[src/rtl/reaction_timer_if.sv]
// Handshake/data bundle between the game controller and the reaction_timer core.
interface reaction_timer_if #(
  parameter int COUNT_W = 11
);
  logic               start;
  logic               button;
  logic [COUNT_W-1:0] start_value;
  logic               led_on;
  logic [COUNT_W-1:0] count;
  logic               done;
  logic               false_start;
  logic               timeout;
  logic [COUNT_W-1:0] best;
  logic               best_valid;

  modport master (
    output start, button, start_value,
    input  led_on, count, done, false_start, timeout, best, best_valid
  );

  modport slave (
    input  start, button, start_value,
    output led_on, count, done, false_start, timeout, best, best_valid
  );
endinterface

[src/rtl/reaction_timer.sv]
// Reaction-timer core: prescaled delay countdown, count-up reaction timing, false-start and timeout.
// Optional best-time tracking is enabled by defining REACTION_TIMER_BEST_EN.
//
// state   | meaning
// S_IDLE  | after reset, count = 0
// S_WAIT  | pre-light delay counting down
// S_GO    | light on, reaction ticks counting up
// S_DONE  | valid press or timeout, result held
// S_FALSE | press during delay, remaining delay held
module reaction_timer #(
  parameter int TICK_DIV = 50000,
  parameter int COUNT_W  = 11
) (
  input logic        clk,
  input logic        reset,
  reaction_timer_if.slave bus
);

  localparam int PW = (TICK_DIV > 2) ? $clog2(TICK_DIV) : 1;
  localparam logic [PW-1:0]      PRE_LAST = PW'(TICK_DIV - 1);
  localparam logic [COUNT_W-1:0] CNT_MAX  = '1;

  typedef enum logic [2:0] {
    S_IDLE,
    S_WAIT,
    S_GO,
    S_DONE,
    S_FALSE
  } state_e;

  state_e             state_q, state_d;
  logic [COUNT_W-1:0] count_q, count_d;
  logic [PW-1:0]      presc_q, presc_d;
  logic               timeout_q, timeout_d;
  logic               button_q;
  logic               btn_edge;
  logic               tick;

  assign btn_edge = bus.button & ~button_q;
  assign tick     = (presc_q == PRE_LAST);

  always_ff @(posedge clk) begin
    if (reset) begin
      state_q   <= S_IDLE;
      count_q   <= '0;
      presc_q   <= '0;
      timeout_q <= 1'b0;
      button_q  <= 1'b0;
    end else begin
      state_q   <= state_d;
      count_q   <= count_d;
      presc_q   <= presc_d;
      timeout_q <= timeout_d;
      button_q  <= bus.button;
    end
  end

  always_comb begin
    state_d   = state_q;
    count_d   = count_q;
    presc_d   = '0;
    timeout_d = timeout_q;
    case (state_q)
      S_IDLE, S_DONE, S_FALSE: begin
        if (bus.start) begin
          state_d   = S_WAIT;
          count_d   = bus.start_value;
          timeout_d = 1'b0;
        end
      end
      S_WAIT: begin
        presc_d = tick ? '0 : presc_q + 1'b1;
        if (btn_edge) begin
          state_d = S_FALSE;
        end else if (count_q == '0) begin
          state_d = S_GO;
          presc_d = '0;
        end else if (tick) begin
          // the tick that empties the delay also lights the LED
          count_d = count_q - 1'b1;
          if (count_q == COUNT_W'(1)) state_d = S_GO;
        end
      end
      S_GO: begin
        presc_d = tick ? '0 : presc_q + 1'b1;
        if (btn_edge) begin
          state_d = S_DONE;
        end else if (tick) begin
          count_d = count_q + 1'b1;
          if (count_q == CNT_MAX - 1'b1) begin
            state_d   = S_DONE;
            timeout_d = 1'b1;
          end
        end
      end
      default: state_d = S_IDLE;
    endcase
  end

  assign bus.led_on      = (state_q == S_GO);
  assign bus.count       = count_q;
  assign bus.done        = (state_q == S_DONE);
  assign bus.false_start = (state_q == S_FALSE);
  assign bus.timeout     = (state_q == S_DONE) & timeout_q;

`ifdef REACTION_TIMER_BEST_EN
  logic [COUNT_W-1:0] best_q;
  logic               best_valid_q;
  logic               best_upd;

  // count_q is already the frozen result on the press cycle
  assign best_upd = (state_q == S_GO) & btn_edge &
                    (~best_valid_q | (count_q < best_q));

  always_ff @(posedge clk) begin
    if (reset) begin
      best_q       <= '0;
      best_valid_q <= 1'b0;
    end else if (best_upd) begin
      best_q       <= count_q;
      best_valid_q <= 1'b1;
    end
  end

  assign bus.best       = best_q;
  assign bus.best_valid = best_valid_q;
`else
  assign bus.best       = '0;
  assign bus.best_valid = 1'b0;
`endif

endmodule
[src/flat_wrapper.sv]
// flat-port wrapper written by rule: the top's interface ports become plain ports
module reaction_timer_flat 
#(
  parameter int TICK_DIV = 50000,
  parameter int COUNT_W  = 11
)
  (clk, reset, bus_start, bus_button, bus_start_value, bus_led_on, bus_count, bus_done, bus_false_start, bus_timeout, bus_best, bus_best_valid);
  reaction_timer_if #(.COUNT_W(COUNT_W)) bus_i ();
  input logic clk;
  input logic reset;
  input wire logic [$bits(bus_i.start)-1:0] bus_start;
  input wire logic [$bits(bus_i.button)-1:0] bus_button;
  input wire logic [$bits(bus_i.start_value)-1:0] bus_start_value;
  output wire logic [$bits(bus_i.led_on)-1:0] bus_led_on;
  output wire logic [$bits(bus_i.count)-1:0] bus_count;
  output wire logic [$bits(bus_i.done)-1:0] bus_done;
  output wire logic [$bits(bus_i.false_start)-1:0] bus_false_start;
  output wire logic [$bits(bus_i.timeout)-1:0] bus_timeout;
  output wire logic [$bits(bus_i.best)-1:0] bus_best;
  output wire logic [$bits(bus_i.best_valid)-1:0] bus_best_valid;
  assign bus_i.start = bus_start;
  assign bus_i.button = bus_button;
  assign bus_i.start_value = bus_start_value;
  assign bus_led_on = bus_i.led_on;
  assign bus_count = bus_i.count;
  assign bus_done = bus_i.done;
  assign bus_false_start = bus_i.false_start;
  assign bus_timeout = bus_i.timeout;
  assign bus_best = bus_i.best;
  assign bus_best_valid = bus_i.best_valid;
  reaction_timer #(.TICK_DIV(TICK_DIV), .COUNT_W(COUNT_W)) u_core (.clk(clk), .reset(reset), .bus(bus_i));
endmodule
[config.mk]
export PLATFORM = sky130hd
export DESIGN_NAME = reaction_timer_flat
export DESIGN_NICKNAME = d
export VERILOG_FILES = /design/src/rtl/reaction_timer_if.sv /design/src/rtl/reaction_timer.sv /design/src/flat_wrapper.sv
export SDC_FILE = /design/constraint.sdc
export NUM_CORES = 1
export LEC_CHECK = 0
export CORE_UTILIZATION = 30
export DETAILED_ROUTE_END_ITERATION = 8
export RECOVER_POWER = 50
export SYNTH_ARGS = -nofsm -noshare
export SYNTH_HDL_FRONTEND = slang
export SYNTH_SLANG_ARGS = --single-unit
export TNS_END_PERCENT = 100
[constraint.sdc]
create_clock -name clk -period 2.74 [get_ports clk]
set_input_delay 0.274 -clock clk [delete_from_list [all_inputs] [get_ports clk]]
set_output_delay 0.274 -clock clk [all_outputs]
set_load 0.1 [all_outputs]
* After elaboration in Yosys (flattened, before gate mapping)
Cells that the tools add are included.
Cells by class: multiplexer cells 25, eq/ne operators 18, bitwise operators 3, reductions and logical operators 8, add/sub/neg operators 3
Operator list (number):
- $mux W11 | 6
- $mux W16 | 3
- $pmux W11 S3 | 1
- $pmux W16 S2 | 1
- $mux W3 | 8
- $add A16 B1 Y16 const B | 1
- $eq A16 B16 Y1 const B | 1
- $add A11 B1 Y11 const B | 1
- $eq A11 B1 Y1 const B | 1
- $eq A11 B11 Y1 const B | 1
- $logic_not A11 Y1 | 1
- $sub A11 B1 Y11 const B | 1
- $reduce_and A5 Y1 | 2
- $pmux W3 S3 | 1
- $ne A2 B2 Y1 const B | 4
- $ne A4 B1 Y1 const B | 2
- $reduce_and A7 Y1 | 1
- $eq A3 B2 Y1 const B | 2
- $ne A2 B1 Y1 const B | 3
- $ne A3 B1 Y1 const B | 2
- $mux W1 | 4
- $eq A3 B1 Y1 const B | 1
- $eq A3 B3 Y1 const B | 1
- $logic_not A3 Y1 | 1
- other kinds (6) | 7
Storage, ports and cells: logic and storage cells 62, flip-flop bits (word level) 32, input port bits 15, output and inout port bits 27

* Longest topological paths before layout
Gate-level depths: netlist of the first run.
depth after elaboration 6, mapped depth 10, mapped depth without buffers 8

* Worst setup path before layout of the first run
Ideal clock, no wire load.
path kind reg-to-output, start point register u_core.state_q[1], end point output bus_false_start, data arrival time 2.713 ns, stages on the path, launching flop included 4, required time 2.466 ns, buffers on the path 2, setup slack -0.247 ns, cell sequence dfxtp_1 buf_2 buf_1 nor3_1
Between the ends: longest elaborated chain between the ends 1
Ends and longest elaborated chain:
- start, declared | line reaction_timer.sv:31 | state_e state_q, state_d;
- start signal, assigned | line reaction_timer.sv:50 | state_q <= state_d;
- $eq A3 B3 Y1 | line reaction_timer.sv:103 | assign bus.false_start = (state_q == S_FALSE);
- end, declared | line flat_wrapper.sv:17 | output wire logic [$bits(bus_i.false_start)-1:0] bus_false_start;
Every way passes these cells.

* Worst setup path in the final report of the first run
start point register u_core.state_q[0], end point output bus_done
Between the ends: longest elaborated chain between the ends 1
Ends and longest elaborated chain:
- $eq A3 B2 Y1 | line reaction_timer.sv:102 | assign bus.done = (state_q == S_DONE);
- end, declared | line flat_wrapper.sv:16 | output wire logic [$bits(bus_i.done)-1:0] bus_done;
Every way passes these cells.

==> metrics.txt, run 1 <==
static leakage 0.900 nW; post-cts repair resize count 0; Final Hold Viols 0; TritonCTS buffer count 5; cell area after layout 2530 µm²; R2R Setup Slk 0.46 ns; Syn-to-layout area delta 14.6%; worst hold stages 1; CP Buf/Inv Count 1; leading area contributor after synthesis dfxtp_1; flops & latches, synth 32; drt wl/cell 13.5 µm; Worst Clk Skew 0.00995 ns; Worst Hold Endpoint u_core.timeout_q; Final ANT Viol Nets 0; Hold-fix buffers, CTS 0; Syn. warnings 0; Finish-stage setup viols 0; largest net degree at the start of global routing 18; worst path cell trace and3b_1 -> clkbuf_1; DR DRC count 0; gpl congestion 0.852; Post-synth EDFFs 0; synth top area cells dfxtp_1 29%, nor2_1 6.6%, a21oi_1 5.0%; hold path start u_core.timeout_q; Worst Hold Slack 0.464 ns; DR pass1 iterations 5; CTS sink cnt 32; RSZ-0062 raised after global routing no; Power Density 1070 nW/µm²; Startpoint Class flip-flop; Worst path max stage delay 0.88 ns; number of max-cap violations 0; chip height 87.7 µm; Worst path slowest cell clkbuf_1; post-CTS setup buffers 0; Mapped Cells 295; asr flop ratio synth 0%; initial antenna violation count 0; vias in the first global route 1891; routed vias 2126; num rows 30; sequential cell area fraction in the yosys report 29.1%; root buf cell clkbuf_8; Crit path max-delay family buffers and inverters; Worst Hold Class reg -> reg; Worst Tran Pin Value 1.21 ns; max frequency 432 MHz; WP data required 2.47 ns; layout cells sized above 1 8.46%; sum of negative setup slack 0 ns; CP arrival 2.04 ns; CTS tree done; core area 6940 µm²; antenna cells 0; maximum root-to-sink buffer count 2; die area 7700 µm²; Avg Vias per Cell 5.12; global-route wire length before repair 9.11 mm; synthesized cell area 2200 µm²; Total GRT Usage 15.4%; Yosys top cell area share 29.1%; reg2reg start u_core.bus.count[0]; H-tree levels 2; Final Cycle Share 84.6%; VDD IR max 297 µV; r2r endpoint u_core.bus.count[4]; routed wire length 5.62 mm; clock slew at reported path FFs 0.06 ns; Pwr Total 2.70 mW; total grt overflow 0; Layout Nets 339; DRT iter0 DRCs 154; Cell Area, Placed 2510 µm²; Crit Path Category reg -> out; Reg2Reg Depth 7; post-synth cell types 58; hpwl dp 3.92 mm; crit path max fanout 14; Crit. End Element output port; die width 87.7 µm; minimum clock period 2.32 ns; worst rel slew slack 19.6%; I/O pin total 42; clk_lat worst skew 0.29 ns; prevailing post-synth register cell dfxtp_1; syn_area_per_cell 7.47 µm²; # port buffers 29; starting density of the core 31.7%; outcome finished clean; Max Slew Vio Count 0
## stage by stage
step / utilization, % / setup slack, ns / cells
finish: 36.4 / 0.423 / 415
global route: 36.4 / 0.199 / 415
CTS: 37.2 / 0.502 / 415
detailed placement: 36.1 / 0.502 / 408
global placement: 36.1 / 0.540 / 408
floorplan: - / 0.0828 / 306
## cell families after synthesis
group | after synthesis | synth area share (%)
AO/OA/AOI/OAI | 73 | 21.3
XOR/XNOR | 18 | 7.15
adder cells (fa/ha/maj) | 5 | 2.84
buffers and inverters | 40 | 10.0
flip-flops | 32 | 29.1
other | 1 | 0.170
AND/OR/NAND/NOR | 126 | 29.4
## power breakdown
group	leakage [nW]	internal (mW)	switching (mW)	total, mW
sequential	0.260	0.539	0.157	0.697
combinational	0.599	0.494	1.16	1.65
clock	0.0410	0.173	0.178	0.351
## cells in the mapped netlist, types with 4 or more instances
| master | number |
|---|---|
| a21oi_1 | 22 |
| nand2_1 | 28 |
| clkbuf_1 | 9 |
| and3_1 | 5 |
| nor3_1 | 8 |
| o21ai_1 | 4 |
| buf_4 | 13 |
| inv_1 | 8 |
| dfxtp_1 | 32 |
| o21ai_0 | 13 |
| xnor2_1 | 11 |
| nor2_1 | 39 |
| o211ai_1 | 4 |
| buf_2 | 6 |
| nand3_1 | 13 |
| nand4_1 | 8 |
| xor2_1 | 7 |
| ha_1 | 5 |
| a31oi_1 | 4 |
## worst register-to-register path: cells and delay by family, from the launching register on
kind            cells  cell delay, ns
buf+inv             1            0.12
flops               1            0.52
compound gates      3            0.91
simple gates        2            0.24
fa+ha+maj           1            0.34
## metal layers
metal	track usage (%)	routed length, µm	share of wire (%)	up-vias
li1	-	-	-	1071
met1	19.5	2580	46	966
met2	24.8	2570	46	78
met3	4.52	355	6.3	11
met4	5.81	110	2.0	0
met5	0	0	0	-
## final cells by class
class | instances | area (µm²)
sequential | 32 | 641
tap | 96 | 120
clock inverter | 1 | 5.00
timing repair buffer | 37 | 270
multi-input combinational | 234 | 1380
clock buffer | 6 | 72.6
fill | 764 | 4420
inverter | 9 | 33.8
## worst max path at each step
| stage | depth (start not counted) | to | slack [ns] | start |
|---|---|---|---|---|
| 6_report | 2 | bus_done | 0.42 | u_core.state_q[0] |
| 5_1_grt | 7 | u_core.bus.count[4] | 0.20 | u_core.presc_q[0] |
| 4_1_cts | 7 | u_core.bus.count[4] | 0.50 | u_core.bus.count[0] |
| 3_5_place_dp | 7 | u_core.bus.count[4] | 0.50 | u_core.bus.count[0] |
| 3_3_place_gp | 7 | u_core.state_q[0] | 0.54 | bus_button |
| 2_1_floorplan | 10 | u_core.bus.count[7] | 0.08 | u_core.state_q[1] |
## registers in the layout, summed over array words and instances, names as in the netlist
| signal | count |
|---|---|
| u_core.button_q | 1 |
| u_core.bus.count | 11 |
| u_core.presc_q | 16 |
| u_core.timeout_q | 1 |
| u_core.state_q | 3 |
## cells in the final DEF (no fill, tap or decap), types with 3 or more instances in the layout
master	count
a211o_1	3
a21oi_1	22
a31oi_1	4
and3_1	5
buf_4	7
clkbuf_1	15
clkbuf_8	5
clkdlybuf4s50_1	14
conb_1	12
dfxtp_1	32
ha_1	5
inv_1	8
nand2_1	28
nand3_1	13
nand4_1	8
nor2_1	39
nor2b_1	3
nor3_1	8
nor4_1	3
o211ai_1	4
o21ai_0	13
o21ai_1	4
o31ai_1	3
xnor2_1	11
xor2_1	7
(Power assumes the default switching activity.)
==> run 2: changes to the inputs <==
clock period = 2.1 ns   (was 2.74 ns; I/O delays follow)
==> metrics.txt, run 2 (same netlist as run 1, synthesis figures left out) <==
Finish-stage setup viols 0 (unchanged); most frequent cells in the layout 38 x nor2_1, 28 x nand2_1, 22 x a21oi_1, 19 x dfxtp_1, 16 x buf_4; num rows 30 (unchanged); I/O pin total 42 (unchanged); commonest non-fill, non-tap cell in the layout nor2_1; chip height 87.7 µm (unchanged); DR DRC count 0 (unchanged); root buf cell clkbuf_8; core area 6940 µm² (unchanged); Crit Path Category reg -> reg; cell area after layout 2720 µm² (+7.6%); crit path max fanout 10 (-4); drt wl/cell 13.5 µm (about the same); layout cells sized above 1 21.5% (+13 points); Layout Nets 349 (+2.9%); Post-Place Worst Slack 0.0406 ns (-0.461 ns); max reg flops 16 (unchanged); gpl congestion 0.831 (-2.4%); total grt overflow 0 (unchanged); clock network power share 16.0% (+3.0 points); Worst Tran Pin Value 0.555 ns (-0.656 ns); VDD IR max 378 µV (+27%); worst rel slew slack 63.1% (+44 points); final worst slack 0.137 ns (-0.285 ns); DRT iter0 DRCs 208 (+35%); Power Internal 1.82 mW (+51%); Power Density 1400 nW/µm² (+31%); Total GRT Usage 16.1% (+0.70 points); Pwr Total 3.80 mW (+41%); Final Cycle Share 93.5%; number of max-cap violations 0 (unchanged); Cell Area, Placed 2660 µm² (+6.0%); Syn-to-layout area delta 23.3%; largest net degree at the start of global routing 17 (-1); initial antenna violation count 0 (unchanged); Max Slew Vio Count 0 (unchanged); DR pass1 iterations 4 (-1); die width 87.7 µm (unchanged); CTS tree done; switching share of power 52.2% (-3.1 points); clock slew at reported path FFs 0.07 ns (about the same); max frequency 510 MHz; Crit. End Element flip-flop; Worst Clk Skew 0.00593 ns (-0.00403 ns); routed wire length 5.77 mm (+2.6%); Worst Hold Class reg -> reg; Sequential Power Share 24.7% (-1.1 points); maximum root-to-sink buffer count 2 (unchanged); Final Hold Viols 0 (unchanged); Avg Vias per Cell 5.09 (-0.70%); net switching power 1.98 mW (+33%); TritonCTS buffer count 5 (unchanged); WP data required 2.32 ns (-0.15 ns); # port buffers 29 (unchanged); antenna cells 0 (unchanged); RSZ-0062 raised after global routing no; sum of negative setup slack 0 ns (unchanged); clk_lat worst skew 0.29 ns (about the same); outcome finished clean; vias in the first global route 1962 (+3.8%); post-CTS setup buffers 0 (unchanged); Final ANT Viol Nets 0 (unchanged); starting density of the core 31.7% (unchanged); global-route wire length before repair 9.59 mm (+5.2%); H-tree levels 2 (unchanged); CTS sink cnt 32 (unchanged); CP arrival 2.19 ns (+0.15 ns); Logic pwr share 59.3% (-1.9 points); Startpoint Class flip-flop; static leakage 1.01 nW (+12%); fill count 735 (-3.8%); die area 7700 µm² (unchanged); routed vias 2167 (+1.9%); hpwl dp 4.17 mm (+6.5%); minimum clock period 1.96 ns; register with the most flip-flops u_core.presc_q
-- run 2: cell count changes in the layout (fill, tap and decap cells not counted), sizes merged --
cell    before  now
buf          8   18
bufinv       0    1
clkbuf      21   20
inv          8    9
-- run 2: layer usage --
metal / GRT usage (%) / share of wire (%) / vias to the layer above / wire length [µm]
met5: 0 / 0 / - / 0
met4: 6.26 / 2.1 / 0 / 120
met3: 4.24 / 6.1 / 13 / 354
met2: 25.2 / 47 / 78 / 2690
met1: 21.2 / 45 / 989 / 2600
li1: - / - / 1087 / -
-- run 2: final cells by class --
cell class                 instances  area (µm²)  area share, %
tap                               96         120           4.42
inverter                           9        38.8           1.43
sequential                        32         667           24.5
multi-input combinational        234        1400           51.6
timing repair buffer              47         379           13.9
clock buffer                       5        68.8           2.53
clock inverter                     3        41.3           1.52
-- run 2: metrics by stage --
step | std cells | hold WS (ns) | util, %
after floorplan | 306 | 0.338 | -
after detailed placement | 418 | 0.454 | 38.3
after global routing | 426 | 0.447 | 39.2
final | 426 | 0.433 | 39.2
after global placement | 418 | 0.445 | 38.3
after CTS | 426 | 0.471 | 39.9
-- run 2: final timing paths --
| check | slack [ns] | to | from | cells after the start |
|---|---|---|---|---|
| hold / removal | 0.43 | u_core.presc_q[0] | u_core.presc_q[0] | 1 |
| setup reg to reg | 0.14 | u_core.bus.count[9] | u_core.presc_q[1] | 8 |
| hold reg to reg | 0.43 | u_core.presc_q[0] | u_core.presc_q[0] | 1 |
| setup / recovery | 0.14 | u_core.bus.count[9] | u_core.presc_q[1] | 8 |
-- run 2: power groups by stage --
stage                     Combinational [mW]  Sequential, mW  Clock, mW
after floorplan                         1.40            1.29          0
after global placement                  2.29           0.950          0
after detailed placement                2.29           0.946          0
after CTS                               2.29           0.932      0.623
after global routing                    2.44           0.960      0.660
final                                   2.25           0.937      0.608
-- run 2: what timing repair did --
| action | CTS | global route |
|---|---|---|
| hold buffers | 0 | 0 |
| endpoints found under the setup margin | 0 | 13 |
| gates resized for setup | 0 | 6 |
-- run 2: worst max-delay path, cell delays in order (launching register included) --
cell and delay [ns]:
dfxtp_1 0.35, ha_1 0.17, and3_1 0.20, nand4_1 0.16
nor3_4 0.33, o211ai_2 0.15, buf_4 0.20, a31o_2 0.21
a21oi_1 0.13
==> run 3: changes to the inputs <==
GPL_ROUTABILITY_DRIVEN = 0   (was not set)
TNS_END_PERCENT = 20   (was 100)
==> results of run 3 <==
Final layout, timing and power as in run 2 (identical DEF).
